<file path="src/rtl/uart_tx_frame_feeder.sv">
// Byte FIFO feeding a UART frame serializer: builds start/data/parity/stop frames
// and handshakes each one with the serializer's baud-domain Active/Done flags.
module uart_tx_frame_feeder #(
    parameter int FRAME_BITS  = 12,
    parameter int FIFO_DEPTH  = 4,
    parameter int SYNC_STAGES = 2
) (
    input  logic                          Clk,
    input  logic                          ResetN,
    input  logic [7:0]                    DataIn,
    input  logic                          DataValid,
    output logic                          DataReady,
    input  logic [1:0]                    ParityType,
    input  logic                          StopBits,
    input  logic                          DataLength,
    input  logic                          TxActive,
    input  logic                          TxDone,
    output logic                          Send,
    output logic [FRAME_BITS-1:0]         FrameOut,
    output logic [$clog2(FIFO_DEPTH):0]   FifoCount,
    output logic                          Busy
);

    localparam int AW = $clog2(FIFO_DEPTH);
    localparam int CW = AW + 1;

    localparam logic [2:0] IDLE      = 3'd0;
    localparam logic [2:0] LOAD      = 3'd1;
    localparam logic [2:0] WAIT_ACT  = 3'd2;
    localparam logic [2:0] WAIT_DONE = 3'd3;
    localparam logic [2:0] GAP       = 3'd4;

    logic [7:0]             mem [FIFO_DEPTH];
    logic [AW-1:0]          wr_ptr, rd_ptr;
    logic [CW-1:0]          count;
    logic                   ready_en;
    logic [SYNC_STAGES-1:0] act_sync, done_sync;
    logic                   act_s, done_s;
    logic [2:0]             state, state_nx;
    logic                   send_q;
    logic [FRAME_BITS-1:0]  frame_q, frame_nx;
    logic [7:0]             head;
    logic                   push, pop;
    logic                   par_x, par_bit, has_par;

    // Stop bits and idle padding are both 1, so StopBits never changes the frame bits.
    logic stop_bits_unused;
    assign stop_bits_unused = StopBits;

    assign DataReady = ready_en && (count < CW'(FIFO_DEPTH));
    assign push      = DataValid && DataReady;
    assign pop       = (state == LOAD);
    assign head      = mem[rd_ptr];
    assign act_s     = act_sync[SYNC_STAGES-1];
    assign done_s    = done_sync[SYNC_STAGES-1];

    assign Send      = send_q;
    assign FrameOut  = frame_q;
    assign FifoCount = count;
    assign Busy      = (state != IDLE) || (count != '0);

    always_ff @(posedge Clk or negedge ResetN) begin
        if (!ResetN) begin
            ready_en  <= 1'b0;
            act_sync  <= '0;
            done_sync <= '0;
        end else begin
            ready_en  <= 1'b1;
            act_sync  <= SYNC_STAGES'({act_sync, TxActive});
            done_sync <= SYNC_STAGES'({done_sync, TxDone});
        end
    end

    always_ff @(posedge Clk) begin
        if (push) mem[wr_ptr] <= DataIn;
    end

    always_ff @(posedge Clk or negedge ResetN) begin
        if (!ResetN) begin
            wr_ptr <= '0;
            rd_ptr <= '0;
            count  <= '0;
        end else begin
            if (push) wr_ptr <= wr_ptr + 1'b1;
            if (pop)  rd_ptr <= rd_ptr + 1'b1;
            case ({push, pop})
                2'b10:   count <= count + 1'b1;
                2'b01:   count <= count - 1'b1;
                default: count <= count;
            endcase
        end
    end

    // Frame layout assumes FRAME_BITS >= 12 (start + 8 data + parity + 2 stop).
    always_comb begin
        int ndata;
        ndata    = DataLength ? 8 : 7;
        par_x    = DataLength ? ^head : ^head[6:0];
        has_par  = (ParityType == 2'b01) || (ParityType == 2'b10);
        par_bit  = (ParityType == 2'b01) ? ~par_x : par_x;
        frame_nx = '1;
        frame_nx[0] = 1'b0;
        for (int i = 0; i < 8; i++) begin
            if (i < ndata) frame_nx[i+1] = head[i];
        end
        for (int b = 8; b <= 9; b++) begin
            if (has_par && (b == ndata + 1)) frame_nx[b] = par_bit;
        end
    end

    always_comb begin
        state_nx = state;
        case (state)
            IDLE:      if (count != '0) state_nx = LOAD;
            LOAD:      state_nx = WAIT_ACT;
            // DoneFlag idles high, so it only counts once Active has been seen.
            WAIT_ACT:  if (act_s) state_nx = WAIT_DONE;
            WAIT_DONE: if (done_s && !act_s) state_nx = GAP;
            GAP:       state_nx = (count != '0) ? LOAD : IDLE;
            default:   state_nx = IDLE;
        endcase
    end

    always_ff @(posedge Clk or negedge ResetN) begin
        if (!ResetN) begin
            state   <= IDLE;
            send_q  <= 1'b0;
            frame_q <= '1;
        end else begin
            state  <= state_nx;
            send_q <= (state_nx == LOAD) || (state_nx == WAIT_ACT) || (state_nx == WAIT_DONE);
            if (state == LOAD) frame_q <= frame_nx;
        end
    end

endmodule

</file>
<file path="config.mk">
export PLATFORM = sky130hd
export DESIGN_NAME = uart_tx_frame_feeder
export DESIGN_NICKNAME = d
export VERILOG_FILES = /design/src/rtl/uart_tx_frame_feeder.sv
export SDC_FILE = /design/constraint.sdc
export NUM_CORES = 1
export LEC_CHECK = 0
export BUFFER_PORTS_ARGS = -buffer_cell sky130_fd_sc_hd__clkbuf_2
export CAP_MARGIN = 20
export CORE_MARGIN = 1
export CORE_UTILIZATION = 42
export DETAILED_ROUTE_END_ITERATION = 12
export PLACE_DENSITY = 0.65
export SLEW_MARGIN = 15
export SYNTH_ARGS = -nofsm -noshare
export SYNTH_HDL_FRONTEND = slang
export SYNTH_SLANG_ARGS = --single-unit
</file>
<file path="constraint.sdc">
create_clock -name Clk -period 2.4 [get_ports Clk]
set_clock_uncertainty 0.15 [all_clocks]
set_input_delay 0.48 -clock Clk [delete_from_list [all_inputs] [get_ports Clk]]
set_output_delay 0.48 -clock Clk [all_outputs]
set_load 0.05 [all_outputs]
</file>
==> results.py <==
metrics = {
    "outcome": {
        "status": "complete, no violations",
    },
    "critical_path": {
        "cp_data_required_time_ns": 1.77,
        "crit_arrival_ns": 1.73,
        "crit_start": "FifoCount[0]$_DFFE_PN0P_",
        "crit_path_max_fanout": 2,
        "reg2reg_from": "rd_ptr[0]$_DFFE_PN0P_",
        "crit_type": "reg -> out",
        "cp-start-kind": "register",
        "cp-end-kind": "output pin",
    },
    "detailed_routing": {
        "avgViaCountPerCell": 4.96,
        "postRouteAntennaNets": 0,
        "wl_per_cell_um": 15.4,
        "vias": 1290,
        "drc": 0,
        "drt_iter0_markers": 81,
        "routed_wl_um": 4000,
        "drt-pass1-iter-count": 4,
    },
    "synth": {
        "syn_area_per_cell_um2": 16.9,
        "ys.flop_type": "edfxtp_1",
        "synth_area_leaders": "edfxtp_1, dfrtp_1, dfstp_2",
        "synth-edff-count": 32,
        "ys_ff_latch": 58,
        "synth_cell_types": 33,
        "yosys_warnings": 0,
        "ys_seq_area_share_pct": 68.8,
        "synth.largest_area_cell": "edfxtp_1",
        "synth_async_sr_flop_share_pct": 44.8,
        "postSynthCellCount": 140,
        "synth_top_area_share_pct": 40.7,
        "synth_area_um2": 2360,
    },
    "grt": {
        "grtUsageTotal_pct": 15.7,
        "grt_overflow": 0,
        "grt_max_degree": 27,
        "grt_pass1_wl_um": 6600,
        "antenna_found_initial": 0,
        "grt_pass1_vias": 1343,
    },
    "power": {
        "intPower_w": 0.00253,
        "p_sw_w": 0.00147,
        "switching_share_pct": 36.8,
        "ir_worst_vdd_v": 0.000681,
        "comb_power_share_pct": 41.1,
        "p_per_area_nw_per_um2": 1400,
        "pwr-share-clk_pct": 22.3,
        "total_power_w": 0.00401,
        "p_seq_share_pct": 36.6,
        "p_leak_nw": 1.17,
    },
    "floorplan": {
        "die_w_um": 77.0,
        "rows": 26,
        "core_area_um2": 5270,
        "ios": 35,
        "die_h_um": 77.0,
        "start_util_pct": 44.8,
        "dieArea_um2": 5930,
    },
    "cells_and_area": {
        "final_nets": 209,
        "multi_input_area_um2": 704,
        "syn_to_final_growth_pct": 21.6,
        "fin_area_um2": 2870,
        "n_antenna_cell": 0,
        "seqCellArea_um2": 1620,
        "num-fill-cells": 448,
        "drive_above_1_share_pct": 41.6,
        "utilization_pct": 54.5,
    },
    "cts": {
        "cts_tree": "yes",
        "numCtsBuffers": 9,
        "clockBufferDepth": 2,
        "insertion_delay_ns": 0.33,
        "cts_sinks": 58,
        "cts.clk_slew.worst_paths_ns": 0.06,
        "htreeDepth": 3,
        "cts-root-buf": "clkbuf_8",
    },
    "worst_hold_path": {
        "hp-class": "in -> async",
    },
    "timing": {
        "rsz0062_at_grt": "yes",
        "fin_crit_ns": 2.36,
        "slew_headroom_pct": 57.1,
        "tightest_slew_ns": 0.643,
        "clock.fmax_mhz": 424,
        "final_max_slew_viol_count": 0,
        "setup_slack_ns": 0.0388,
        "setup_viol": 0,
        "final-hold-violation-count": 0,
        "whs_ns": 0.0130,
        "period_share_pct": 98.4,
    },
    "job": {
        "maxCapViolCount": 0,
    },
    "placed_design": {
        "io_buffers": 31,
        "place_ws_ns": 0.116,
        "dp_hpwl_um": 2810,
        "gp_congestion": 0.694,
        "place_area_um2": 2620,
    },
}
## synth_stat cells, types with 2 or more instances
master    number
mux2_2         7
a21oi_1        3
and3_1         4
dfstp_2       10
o21ai_0        2
xor2_1         4
nor3b_1        2
inv_1          9
mux4_2         7
ha_1           6
nor2b_1        2
nor2_1         4
buf_4          2
dfrtp_1       16
nand2_1        4
edfxtp_1      32
xnor2_1       10
## power groups by stage
stage | combinational, W | sequential [W] | clock (W)
2_1_floorplan | 0.000899 | 0.00182 | 0
4_1_cts | 0.00165 | 0.00147 | 0.000910
5_1_grt | 0.00179 | 0.00150 | 0.000956
3_3_place_gp | 0.00152 | 0.00148 | 0
6_report | 0.00165 | 0.00147 | 0.000894
3_5_place_dp | 0.00159 | 0.00150 | 0
## per-layer routing
| metal | wire [um] | GRT usage, % | up-vias |
|---|---|---|---|
| met5 | 0 | 0 | - |
| met3 | 168 | 5.12 | 11 |
| met1 | 1500 | 16.3 | 652 |
| met2 | 2230 | 26.9 | 30 |
| li1 | - | - | 597 |
| met4 | 103 | 10.4 | 0 |
## layout by cell type (no fill, tap or decap), types with 2 or more instances in the layout
cell       n
conb_1     3
ha_1       6
edfxtp_1  32
clkbuf_1   3
o21ai_0    2
xnor2_1    9
mux2_2     7
buf_4      5
and3_1     4
a21oi_1    3
clkbuf_2  30
clkbuf_8  11
mux4_2     7
xor2_1     4
nand2_1    4
nor2_1     4
dfstp_2   10
inv_1      9
dfrtp_1   16
## per-stage QoR
step / std cells / TNS [ns]
2_1_floorplan: 142 / 0
3_3_place_gp: 241 / 0
3_5_place_dp: 241 / 0
4_1_cts: 259 / 0
5_1_grt: 260 / -0.00356
6_report: 260 / 0
## kinds of logic (layout without fill, tap and decap cells)
| family | Yosys count | after routing | synth area share, % |
|---|---|---|---|
| compound gates | 7 | 7 | 1.70 |
| xor+xnor | 14 | 14 | 5.19 |
| fa+ha+maj | 7 | 7 | 4.03 |
| buf+inv | 14 | 62 | 2.91 |
| flops | 58 | 58 | 68.8 |
| mux | 16 | 16 | 11.6 |
| other cells | 1 | 3 | 0.159 |
| simple gates | 23 | 23 | 5.67 |
## area by class of cell
| class | instances | share of cell area, % |
|---|---|---|
| Tap cell | 70 | 3.05 |
| Multi-Input combinational cell | 70 | 24.5 |
| Sequential cell | 58 | 56.6 |
| Clock buffer | 14 | 5.67 |
| Clock inverter | 2 | 1.22 |
| Timing Repair Buffer | 37 | 7.76 |
| Inverter | 9 | 1.18 |
## worst paths after layout
kind	cells past startpoint	end	slack (ns)
setup / recovery	3	Busy	0.04
hold / removal	1	state[1]$_DFF_PN0_	0.01
setup reg to reg	7	FrameOut[9]$_DFFE_PN1P_	0.16
hold reg to reg	0	done_sync[1]$_DFF_PN0_	0.20
max in group asynchronous	1	wr_ptr[0]$_DFFE_PN0P_	1.66
min in group Clk	1	done_sync[0]$_DFF_PN0_	0.10
## state kept, by name, summed over array words and instances (netlist names)
name	count
Send	1
FifoCount	3
mem	32
state	3
done_sync	2
FrameOut	10
ready_en	1
wr_ptr	2
act_sync	2
rd_ptr	2
## repair_timing
item                                   4_1_cts  5_1_grt
gates resized for setup                      4        2
setup endpoints to repair                    1        2
hold buffers                                 0        0
endpoints found under the hold margin        0        0
pin swaps                                    0        1
buffers inserted                             2        1
## worst max-delay path, stage by stage, from the launching register on
cell and delay, ns:
dfrtp_1 0.39, or3_4 0.39, or4_4 0.45, buf_8 0.17
Note: power is estimated with default switching activity, not from simulation.
